===== src/rtl/k_loop_pkg.sv =====
// Shared types and default widths for the K-limit loop controller and its comparator.
package k_loop_pkg;

    localparam int unsigned DefW  = 6;
    localparam int unsigned DefCw = 6;

    typedef enum logic [1:0] {
        GT  = 2'd0,
        GE  = 2'd1,
        EQ  = 2'd2,
        SGT = 2'd3
    } cmp_mode_t;

    typedef enum logic [1:0] {
        IDLE = 2'd0,
        RUN  = 2'd1,
        DONE = 2'd2
    } loop_state_t;

endpackage


===== src/rtl/k_cmp_core.sv =====
// Combinational limit comparator: hit when acc has passed or reached K under the chosen mode.
import k_loop_pkg::*;

module k_cmp_core #(
    parameter int unsigned W = DefW
) (
    input  logic [W-1:0] k,
    input  logic [W-1:0] acc,
    input  cmp_mode_t    mode,
    output logic         hit
);

    always_comb begin
        hit = 1'b0;
        unique case (mode)
            GT:      hit = (k < acc);
            GE:      hit = (k <= acc);
            EQ:      hit = (k == acc);
            SGT:     hit = ($signed(k) < $signed(acc));
            default: hit = 1'b0;
        endcase
    end

endmodule


===== src/rtl/k_loop_compare.sv =====
// Loop-termination controller: steps an accumulator on each adv strobe until it meets the
// latched limit K, then pulses done with the iteration count and overflow flag.
import k_loop_pkg::*;

module k_loop_compare #(
    parameter int unsigned W  = DefW,
    parameter int unsigned CW = DefCw
) (
    input  logic          clk,
    input  logic          rst,
    input  logic          start,
    input  logic          abort,
    input  logic          adv,
    input  logic [1:0]    mode,
    input  logic [W-1:0]  k_in,
    input  logic [W-1:0]  init_in,
    input  logic [W-1:0]  step_in,
    output logic          busy,
    output logic          done,
    output logic          comp_out,
    output logic [W-1:0]  acc_out,
    output logic [CW-1:0] iter_out,
    output logic          ovf
);

    loop_state_t   state_q, state_d;
    cmp_mode_t     mode_q, mode_d;
    logic [W-1:0]  k_q, k_d;
    logic [W-1:0]  step_q, step_d;
    logic [W-1:0]  acc_q, acc_d;
    logic [CW-1:0] iter_q, iter_d;
    logic          ovf_q, ovf_d;
    logic          hit;
    logic [W:0]    sum;

    // Extra top bit is the carry that signals accumulator overflow.
    assign sum = {1'b0, acc_q} + {1'b0, step_q};

    k_cmp_core #(
        .W (W)
    ) u_cmp (
        .k    (k_q),
        .acc  (acc_q),
        .mode (mode_q),
        .hit  (hit)
    );

    always_comb begin
        state_d = state_q;
        mode_d  = mode_q;
        k_d     = k_q;
        step_d  = step_q;
        acc_d   = acc_q;
        iter_d  = iter_q;
        ovf_d   = ovf_q;
        unique case (state_q)
            IDLE: begin
                if (start) begin
                    mode_d  = cmp_mode_t'(mode);
                    k_d     = k_in;
                    step_d  = step_in;
                    acc_d   = init_in;
                    iter_d  = '0;
                    ovf_d   = 1'b0;
                    state_d = RUN;
                end
            end
            RUN: begin
                // The compare sees the registered acc, so a hit wins over a same-cycle adv.
                if (abort) begin
                    state_d = IDLE;
                end else if (hit) begin
                    state_d = DONE;
                end else if (adv) begin
                    iter_d = (&iter_q) ? iter_q : iter_q + 1'b1;
                    if (sum[W]) begin
                        acc_d   = '1;
                        ovf_d   = 1'b1;
                        state_d = DONE;
                    end else begin
                        acc_d = sum[W-1:0];
                    end
                end
            end
            DONE:    state_d = IDLE;
            default: state_d = IDLE;
        endcase
    end

    always_ff @(posedge clk or posedge rst) begin
        if (rst) begin
            state_q <= IDLE;
            mode_q  <= GT;
            k_q     <= '0;
            step_q  <= '0;
            acc_q   <= '0;
            iter_q  <= '0;
            ovf_q   <= 1'b0;
        end else begin
            state_q <= state_d;
            mode_q  <= mode_d;
            k_q     <= k_d;
            step_q  <= step_d;
            acc_q   <= acc_d;
            iter_q  <= iter_d;
            ovf_q   <= ovf_d;
        end
    end

    assign busy     = (state_q == RUN);
    assign done     = (state_q == DONE);
    assign comp_out = (state_q != IDLE) && hit;
    assign acc_out  = acc_q;
    assign iter_out = iter_q;
    assign ovf      = ovf_q;

endmodule


===== config.mk =====
export PLATFORM = sky130hd
export DESIGN_NAME = k_loop_compare
export DESIGN_NICKNAME = d
export VERILOG_FILES = /design/src/rtl/k_loop_pkg.sv /design/src/rtl/k_cmp_core.sv /design/src/rtl/k_loop_compare.sv
export SDC_FILE = /design/constraint.sdc
export NUM_CORES = 1
export LEC_CHECK = 0
export CAP_MARGIN = 20
export CORE_UTILIZATION = 28
export CTS_CLUSTER_SIZE = 25
export DETAILED_ROUTE_END_ITERATION = 6
export GPL_TIMING_DRIVEN = 0
export PLACE_DENSITY_LB_ADDON = 0.3
export SYNTH_ARGS = -nofsm -noshare
export SYNTH_HDL_FRONTEND = slang
export SYNTH_SLANG_ARGS = --single-unit
export TNS_END_PERCENT = 5

===== constraint.sdc =====
create_clock -name clk -period 4.65 [get_ports clk]
set_input_delay 0.6975 -clock clk [delete_from_list [all_inputs] [get_ports clk]]
set_output_delay 0.6975 -clock clk [all_outputs]
set_load 0.005 [all_outputs]

# [After elaboration in Yosys (flattened, before gate mapping)]
# Cells that the tools add are included.
[classes] addsub=2 n_lt_le_gt_ge=3 eq_ne=14 mux=25 reduce_logical=11
[ops] operator="6-bit two-way mux" n=10
[ops] operator="6-bit case mux with 2 select lines" n=2
[ops] operator="6-bit AND reduction" n=3
[ops] operator="6-bit less-than comparator" n=2
[ops] operator="2-bit two-way mux" n=5
[ops] operator="2-bit != test (second input constant)" n=5
[ops] operator="6-bit by 6-bit adder with 7-bit output" n=1
[ops] operator="6-bit by 1-bit adder with 6-bit output (second input constant)" n=1
[ops] operator="2-bit == test (second input constant)" n=3
[ops] operator="6-bit == test" n=1
[ops] operator="6-bit <= comparator" n=1
[ops] operator="1-bit two-way mux" n=5
[ops] operator="5-bit AND reduction" n=1
[ops] operator="2-bit by 1-bit == test with 1-bit output (second input constant)" n=2
[ops] operator="2-bit logical NOT" n=2
[ops] operator="4-bit by 2-bit != test with 1-bit output (second input constant)" n=1
[ops] operator="4-bit by 3-bit != test with 1-bit output (second input constant)" n=1
[ops] operator="1-bit case mux with 4 select lines" n=1
[ops] operator="2-bit case mux with 2 select lines" n=1
[ops] operator="2-bit nonzero test" n=2
[ops] operator="3-bit AND reduction" n=1
[ops] operator="2-bit by 1-bit != test with 1-bit output (second input constant)" n=1
[ops] operator="1-bit case mux with 2 select lines" n=1
[ops] operator="2-bit AND reduction" n=1
[ops] operator="1-bit logical AND" n=1
[totals] ff_bits=29 output_inout_bits=16 word_cells=62

# [Logic depth before layout (Yosys ltp)]
# Gate-level depths: netlist of the first run.
[logic_depth] word_depth=6 mapped_depth=8 ltp_nobuf=8

# [Hierarchy]
# From an unflattened synthesis of the first run, not the netlist that was laid out.
[hier_totals] hier_cells=189 area_unflattened_um2=1711.6
[by_module_without_submodules] module="k_loop_compare" n_inst=1 cells_per_inst=164 area_each_um2=1526.5
[by_module_without_submodules] module="k_cmp_core" n_inst=1 cells_per_inst=25 area_each_um2=185.2

# [Worst setup path after synthesis of the first run]
# Ideal clock, no wire load.
[synth_timing] path_type="reg2out" startpoint="reg acc_q[5] (netlist: acc_out[5])" endpoint="out comp_out" t_arrival_ns=1.802 required_ns=3.953 slack_ns=2.150 path_stages_with_launch=7 n_path_buf=0 path_cell_list="dfrtp_1 -> inv_1 -> ha_1 -> nand2_1 -> a221o_1 -> or3_1 -> a21oi_1"
[synth_via] elab_chain_len=3
[synth_lines] element="start: declaration" line_no="k_loop_compare.sv:30" rtl="logic [W-1:0] acc_q, acc_d;"
[synth_lines] element="start signal: assignment" line_no="k_loop_compare.sv:96" rtl="acc_q <= '0;"
[synth_lines] element="start signal: assignment" line_no="k_loop_compare.sv:104" rtl="acc_q <= acc_d;"
[synth_lines] element="6-bit less-than comparator (tied with other cells)" line_no="k_cmp_core.sv:19" rtl="SGT: hit = ($signed(k) < $signed(acc));"
[synth_lines] element="1-bit case mux with 4 select lines (*)" line_no="k_cmp_core.sv:15" rtl="unique case (mode)"
[synth_lines] element="1-bit logical AND (*)" line_no="k_loop_compare.sv:112" rtl="assign comp_out = (state_q != IDLE) && hit;"
[synth_lines] element="end: declaration" line_no="k_loop_compare.sv:20" rtl="output logic comp_out,"
# Every way passes the cells marked *; elsewhere a longest branch is shown, timed or not.

# [Worst setup path after layout of the first run]
# Ends and elaborated chain as after synthesis.

==> impl_metrics.json, run 1 <==
{
  "synth.area.top_cells": "dfrtp_1 (38%), nand2_1 (9.1%), ha_1 (8.5%), o21ai_0 (2.9%), mux2i_1 (2.6%)",
  "syn_area_per_cell_sq_um": 9.16,
  "placed_area_sq_um": 2430,
  "finalInstanceArea_sq_um": 2540,
  "crit_required_ps": 3950,
  "dr.pass1.iters": 7,
  "multi_input_area_sq_um": 1110,
  "max_cap_violations": 0,
  "drcViolationCount": 4,
  "stdcell_count": 334,
  "ios": 41,
  "worstPathCellList": "inv_1 -> ha_1 -> nand2_1 -> a221o_1 -> or3_1 -> a21oi_1 -> clkdlybuf4s50_1",
  "cts_num_sinks": 29,
  "fp.dieW_um": 84.5,
  "grt_usage_pct": 14.8,
  "drtAntennaViolNets": 0,
  "cts_buffers": 5,
  "path_buf_inv": 2,
  "finClkSkew_ps": 7.37,
  "synth_area_sq_um": 1900,
  "detail_route.vias_per_cell": 5.03,
  "insertion_delay_ps": 290,
  "yosys_warnings": 0,
  "critPathKind": "flip-flop to output port",
  "post-route-period-util_pct": 75.7,
  "dr_total_vias": 1679,
  "seqCellArea_sq_um": 726,
  "timing.final.ws_setup_ps": 1130,
  "synth_ff_type": "dfrtp_1",
  "rows": 29,
  "status": "finished, violations left",
  "violations": "DRC",
  "antenna_found_initial": 0,
  "die_y_um": 84.5,
  "cts_setup_buffers": 0,
  "cp_top_family": "compound AO/OA/AOI/OAI gates",
  "grt_max_degree": 23,
  "num_antenna_cells": 0,
  "fmax_mhz": 284,
  "path_clk_slew_ps": 60,
  "maxSlewViolCount": 0,
  "dpl.hpwl_um": 3610,
  "grt_pass1_vias": 1622,
  "synth-seq-area-share_pct": 38.1,
  "portBuffers": 40,
  "netlist_instances": 208,
  "holdBufCountCts": 0,
  "clk_path_buf_depth": 2,
  "place_inst": 326,
  "cp.arrival_ps": 2820,
  "cp_max_fo": 7,
  "cp-end-kind": "output port",
  "routed_wl_um": 4910,
  "finalCriticalPeriod_ps": 3520,
  "synth_cell_types": 53,
  "overflow": 0,
  "synth_edf_count": 0,
  "drt_iter0_drc": 85,
  "grt_pass1_wl_um": 8170,
  "setup_viol": 0,
  "worst-slew-pin-transition_ps": 635,
  "layout.nets": 295,
  "wire_per_inst_um": 14.7,
  "cts-root-buf": "clkbuf_8",
  "fillers": 687,
  "synth_nets": 247,
  "synth-async-reset-ratio_pct": 100,
  "rsz0062_at_grt": "no",
  "worst_path_max_delay_cell": "clkdlybuf4s50_1",
  "design.die.area_sq_um": 7140,
  "synth-seq-cells": 29,
  "setup_tns_ps": 0,
  "gp_congestion": 0.794,
  "critPathMaxStageDelay_ps": 520,
  "area_growth_pct": 33.6,
  "coreArea_sq_um": 6460,
  "post_cts_resize_count": 0,
  "drive_gt1_share_pct": 9.73,
  "place_ws_ps": 1470,
  "yosysTopAreaCellShare_pct": 38.1,
  "cts_tree": "done",
  "hold_viol": 0,
  "yosys.area.top_type": "dfrtp_1",
  "leakage_nw": 1.15,
  "start_util_pct": 29.5,
  "slew_headroom_pct": 57.7,
  "holdCritPathClass": "flip-flop to flip-flop",
  "p_per_area_nw_per_um2": 688,
  "ir_drop_uv": 261,
  "hold_ws_ps": 480,
  "startpoint_type": "flip-flop",
  "h-tree-depth": 2
}
## layer usage
| layer | wire length [um] | vias to the layer above | global-route usage, % |
|---|---|---|---|
| li1 | - | 849 | - |
| met1 | 2400 | 770 | 20.0 |
| met2 | 2090 | 52 | 22.2 |
| met3 | 304 | 8 | 3.83 |
| met4 | 108 | 0 | 6.78 |
| met5 | 0 | - | 0 |
## cell usage in the layout (no fill, tap or decap), types with 3 or more instances in the layout
cell	n
a211oi_1	5
a21oi_1	5
a221o_2	4
a31oi_1	4
clkbuf_1	7
clkbuf_8	6
clkdlybuf4s50_1	40
dfrtp_1	29
ha_1	13
inv_1	11
mux2i_1	5
nand2_1	46
nand2b_1	4
nand4b_1	4
nor2_1	11
o21ai_0	11
o21bai_1	3
## cell families (layout without fill, tap and decap cells)
kind of cell / Yosys count / count (layout) / share of synthesized area, %
AND/OR/NAND/NOR: 85 / 85 / 22.3
buffers and inverters: 18 / 67 / 3.55
adder cells (fa/ha/maj): 14 / 14 / 9.59
AO/OA/AOI/OAI: 53 / 53 / 21.6
multiplexers: 7 / 7 / 4.01
XOR/XNOR: 2 / 2 / 0.920
flip-flops: 29 / 29 / 38.1
## report_power, final
part / switching [mW] / internal, mW / total, mW
sequential: 0.114 / 0.365 / 0.479
combinational: 0.517 / 0.475 / 0.992
clock: 0.105 / 0.175 / 0.279
total: 0.735 / 1.01 / 1.75
## cells in the mapped netlist, types with 5 or more instances
cell	count
nand2_1	46
nor2_1	11
dfrtp_1	29
ha_1	13
mux2i_1	5
clkbuf_1	6
a21oi_1	5
o21ai_0	11
a211oi_1	5
inv_1	11
## worst paths after layout
path | from | end | slack, ps | depth (start not counted)
max reg2reg | acc_out[5] | acc_out[5] | 2090 | 7
min reg2reg | step_q[4] | step_q[4] | 480 | 2
max | acc_out[5] | comp_out | 1130 | 7
max in group asynchronous | rst | iter_out[1] | 3510 | 3
min in group asynchronous | rst | acc_out[3] | 690 | 2
min | step_q[4] | step_q[4] | 480 | 2
## state kept, by name, indices dropped and copies added, names as in the netlist
signal	flops
acc_out	6
iter_out	6
k_q	6
mode_q	2
ovf	1
state_q	2
step_q	6
## through the flow
step,power (mW),utilization [%]
3_3_place_gp,1.45,37.2
6_report,1.75,39.4
3_5_place_dp,1.47,37.6
4_1_cts,1.76,39.4
2_1_floorplan,1.13,-
5_1_grt,1.91,39.4
## cell type report
cell class	instances	area share [%]
clock buffers	7	3.39
flip-flops and latches	29	28.5
multi-input cells	161	43.7
plain buffers	6	0.885
repair buffers	41	16.8
well taps	77	3.79
clock inverters	1	1.18
inverters	12	1.77
## worst reg2reg max path, delay by kind of cell, from the launching register on
kind | cells | cell delay [ps]
AO/OA/AOI/OAI | 3 | 1130
adder cells (fa/ha/maj) | 1 | 380
buffers and inverters | 1 | 80
flip-flops | 1 | 420
multiplexers | 1 | 340
AND/OR/NAND/NOR | 1 | 90
(Power assumes the default switching activity.)
==> run 2, diff against run 1 <==
Clock period 4.65 ns to 3.24 ns, I/O delays scaled along.
==> run 2 against run 1 <==
Against the previous run:
- the flow still finishes with violations (DRC)
- register-to-register slack worse by 1400 ps
- flip-flop and latch count stayed put
- cell area grew 1.4%
- routed wire length grew 0.31%
- combinational power increased by 50%
- critical path depth did not move
- final cell count rose by 0.90%
- hold slack about the same
- via count rose by 1.3%
- sequential share of layout area is 0.39 points lower
- sequential power up 43%
==> impl_metrics.json, run 2 (synthesized netlist as in run 1, its figures left out) <==
{
  "final_cell_mix": "nand2_1 (46), clkdlybuf4s50_1 (40), dfrtp_1 (29), ha_1 (12)",
  "startpoint_type": "flip-flop",
  "p_clk_share_pct": 15.6,
  "fp.dieW_um": 84.5,
  "detail_route.vias_per_cell": 5.05,
  "dpl.hpwl_um": 3610,
  "layout.nets": 298,
  "reg2reg_from": "acc_out[5]",
  "grt_pass1_wl_um": 8240,
  "dr_total_vias": 1701,
  "drive_gt1_share_pct": 11.2,
  "grt_max_degree": 23,
  "r2r-end": "acc_out[5]",
  "ir_drop_uv": 374,
  "holdBufCountCts": 0,
  "drcViolationCount": 4,
  "coreArea_sq_um": 6460,
  "maxSlewViolCount": 0,
  "grt_pass1_vias": 1628,
  "hold_viol": 0,
  "die_y_um": 84.5,
  "cp-end-kind": "output port",
  "num_antenna_cells": 0,
  "path_clk_slew_ps": 70,
  "holdCritPathClass": "input pin to async pin",
  "cts_num_sinks": 29,
  "drt_iter0_drc": 71,
  "cp_max_fo": 7,
  "cts_buffers": 5,
  "design.die.area_sq_um": 7140,
  "timing.final.ws_setup_ps": 93.6,
  "cts_tree": "done",
  "dr.pass1.iters": 7,
  "status": "finished, violations left",
  "p_per_area_nw_per_um2": 999,
  "grt_usage_pct": 14.9,
  "hold_ws_ps": 479,
  "p_seq_share_pct": 26.6,
  "switching_share_pct": 41.5,
  "wire_per_inst_um": 14.6,
  "max_cap_violations": 0,
  "reg2reg_depth": 8,
  "reg2reg_slack_ps": 710,
  "crit_start": "acc_out[5]",
  "combPwrFrac_pct": 57.8,
  "fmax_mhz": 318,
  "critPathKind": "flip-flop to output port",
  "drtAntennaViolNets": 0,
  "portBuffers": 40,
  "p_switching_mw": 1.07,
  "rows": 29,
  "finClkSkew_ps": 6.72,
  "final_util_pct": 39.9,
  "crit_required_ps": 2750,
  "worst-slew-pin-transition_ps": 637,
  "post-route-period-util_pct": 97.1,
  "area_growth_pct": 35.5,
  "antenna_found_initial": 0,
  "insertion_delay_ps": 290,
  "routed_wl_um": 4920,
  "cp.arrival_ps": 2660,
  "overflow": 0,
  "cts-root-buf": "clkbuf_8",
  "power.internal_mw": 1.51,
  "setup_viol": 0,
  "ios": 41,
  "final_common_cell": "nand2_1",
  "violations": "DRC",
  "gp_congestion": 0.794,
  "finalCriticalPeriod_ps": 3150,
  "leakage_nw": 1.16,
  "start_util_pct": 29.5,
  "h-tree-depth": 2,
  "slew_headroom_pct": 57.6,
  "place_ws_ps": 276,
  "clk_path_buf_depth": 2
}
[run 2: worst max-delay path by stage]
| stage | end | slack (ps) |
|---|---|---|
| 2_1_floorplan | comp_out | 950 |
| 3_3_place_gp | comp_out | 280 |
| 3_5_place_dp | comp_out | 280 |
| 4_1_cts | comp_out | 20 |
| 5_1_grt | comp_out | -4 |
| 6_report | comp_out | 90 |
[run 2: per-layer routing]
| metal | GRT usage (%) | part of all wire (%) |
|---|---|---|
| met1 | 20.1 | 48 |
| met2 | 22.4 | 43 |
| met3 | 3.83 | 6.1 |
| met4 | 6.78 | 2.6 |
| met5 | 0 | 0 |
[run 2: through the flow]
step | setup TNS (ps) | instance area (sq um) | total power, mW | cells
final | 0 | 2580 | 2.58 | 337
after global routing | -4.02 | 2580 | 2.81 | 337
after CTS | 0 | 2560 | 2.54 | 334
after detailed placement | 0 | 2430 | 2.11 | 326
after global placement | 0 | 2400 | 2.09 | 325
after floorplan | 0 | 1900 | 1.63 | 208
[run 2: worst max-delay path: stages (launching register included)]
cell	delay (ps)
dfrtp_1	420
inv_1	100
ha_4	300
nand2_1	70
a221o_1	350
or3_1	410
a21oi_1	200
clkdlybuf4s50_1	530
[run 2: layout make-up]
cell class                 count  area (sq um)
sequential                    29           726
multi-input combinational    161          1120
inverter                      12          45.0
timing repair buffer          44           450
tap                           77          96.3
fill                         686          3880
clock buffer                   7          86.3
buffer                         6          22.5
clock inverter                 1          30.0
[run 2: repair_timing]
item | in CTS | in global routing
gates cloned | 0 | 0
resized for setup | 1 | 0
pin swaps | 0 | 1
endpoints found under the setup margin | 1 | 1
buffers inserted | 0 | 3
[run 2: power groups by stage]
stage / clock [mW] / combinational [mW] / sequential [mW]
6_report: 0.401 / 1.49 / 0.687
2_1_floorplan: 0 / 0.979 / 0.648
5_1_grt: 0.420 / 1.68 / 0.715
3_3_place_gp: 0 / 1.40 / 0.685
3_5_place_dp: 0 / 1.42 / 0.690
4_1_cts: 0.405 / 1.45 / 0.690
==> run 3, diff against run 2 <==
Settings changed: CORE_MARGIN set to 3.
Clock period 3.24 ns to 3.2 ns, I/O delays scaled along.
==> run 3 against run 2 <==
Against the previous run:
- largest cell class unchanged
- sequential power about the same
- the run now ends clean
- via count is 0.12% lower
- total power shrank 3.7%
- clock power decreased by 26%
==> impl_metrics.json, run 3 (synthesized netlist as in run 1, its figures left out) <==
{
  "finalCriticalPeriod_ps": 3060,
  "slew_headroom_pct": 52.4,
  "drcViolationCount": 0,
  "dr_total_vias": 1699,
  "use_met1_pct": 17.8,
  "switching_share_pct": 43.2,
  "maxSlewViolCount": 0,
  "p_total_mw": 2.48,
  "cp.arrival_ps": 2580,
  "hold_viol": 0,
  "h-tree-depth": 2,
  "area_growth_pct": 32.7,
  "gr-usage-met3_pct": 3.82,
  "critPathKind": "flip-flop to output port",
  "design.die.area_sq_um": 7830,
  "place_inst": 326,
  "combPwrFrac_pct": 60.2,
  "crit_required_ps": 2720,
  "num_antenna_cells": 0,
  "ios": 41,
  "p_per_area_nw_per_um2": 983,
  "dpl.hpwl_um": 3760,
  "final_common_cell": "nand2_1",
  "layout.nets": 297,
  "setup_tns_ps": 0,
  "leakage_nw": 1.14,
  "overflow": 0,
  "p_switching_mw": 1.07,
  "portBuffers": 40,
  "insertion_delay_ps": 280,
  "drt_iter0_drc": 155,
  "start_util_pct": 29.5,
  "cts-root-buf": "clkbuf_8",
  "grt_pass1_wl_um": 8170,
  "worst-slew-pin-transition_ps": 713,
  "ir_drop_uv": 418,
  "stdcell_count": 336,
  "detail_route.vias_per_cell": 5.06,
  "cts_tree": "done",
  "post-route-period-util_pct": 95.6,
  "finClkSkew_ps": 1.85,
  "max_cap_violations": 0,
  "routed_wl_um": 4890,
  "status": "finished, final reports clean",
  "grt_max_degree": 18,
  "grt_pass1_vias": 1714,
  "fp.dieW_um": 88.5,
  "gp_congestion": 0.823,
  "hold_ws_ps": 482,
  "grt_usage_pct": 13.5,
  "fmax_mhz": 327,
  "startpoint_type": "flip-flop",
  "antenna_found_initial": 0,
  "busiest_layer": "met2",
  "cp-end-kind": "output port",
  "drive_gt1_share_pct": 10.8,
  "setup_viol": 0,
  "p_clk_share_pct": 12.0,
  "coreArea_sq_um": 6460,
  "holdCritPathClass": "flip-flop to flip-flop",
  "finalInstanceArea_sq_um": 2530,
  "p_seq_share_pct": 27.8,
  "cts_num_sinks": 29,
  "cts_buffers": 5,
  "die_y_um": 88.5,
  "clk_path_buf_depth": 2,
  "final_cell_mix": "nand2_1 (46), clkdlybuf4s50_1 (40), dfrtp_1 (29), ha_1 (12)",
  "rows": 29,
  "placed_area_sq_um": 2420,
  "grt_use_met2_pct": 21.2,
  "cp_max_fo": 7,
  "drtAntennaViolNets": 0,
  "power.internal_mw": 1.41,
  "path_clk_slew_ps": 60,
  "dr.pass1.iters": 4,
  "wire_per_inst_um": 14.6
}
==> run 3: cell count changes in the layout (fill, tap and decap cells not counted), sizes merged <==
cell    before  now
buf          4    3
clkinv       1    3
clkbuf      13   12
bufinv       1    0
==> run 3: power groups by stage <==
stage               logic (mW)  registers, mW  clock network [mW]
global placement          1.42          0.692                   0
detailed placement        1.45          0.695                   0
global route              1.68          0.718               0.324
CTS                       1.47          0.688               0.312
finish                    1.50          0.689               0.298
floorplan                0.991          0.656                   0
==> run 3: timing repair <==
action	CTS	global route
endpoints found under the setup margin	1	1
setup buffers	1	1
pin swaps	1	1
resized for setup	1	1
hold buffers	0	0
==> run 3: worst paths after layout <==
kind	end	cells after the start	from	slack [ps]
setup / recovery	comp_out	7	acc_out[5]	140
hold / removal	step_q[5]	2	step_q[5]	480
setup reg to reg	acc_out[5]	7	acc_out[1]	840
hold reg to reg	step_q[5]	2	step_q[5]	480
max in group asynchronous	iter_out[4]	3	rst	2050
min in group asynchronous	step_q[5]	2	rst	610
==> run 3: layer usage <==
layer,share of wire [%],vias up
met4,1.4,0
met1,47,785
met5,0,-
met3,6.8,8
met2,44,58
li1,-,848
==> run 3: critical path: stages, from the launching register on <==
cell and delay, ps:
dfrtp_1 360, inv_1 90, ha_4 300, nand2_1 70, a221o_1 370, or3_1 420
a21oi_1 170, clkdlybuf4s50_1 520
==> run 3: cell type report <==
type	instances	area [sq um]
fill	683	3930
multi-input combinational	161	1120
sequential	29	726
timing repair buffer	43	430
tap	77	96.3
clock buffer	6	72.6
inverter	12	45.0
buffer	6	22.5
clock inverter	2	10.0
==> run 3: metrics by stage <==
step	worst slack, ps	utilization, %
floorplan	918	-
global placement	259	37.2
detailed placement	240	37.4
CTS	12.6	38.8
global route	-0.996	39.1
finish	140	39.1
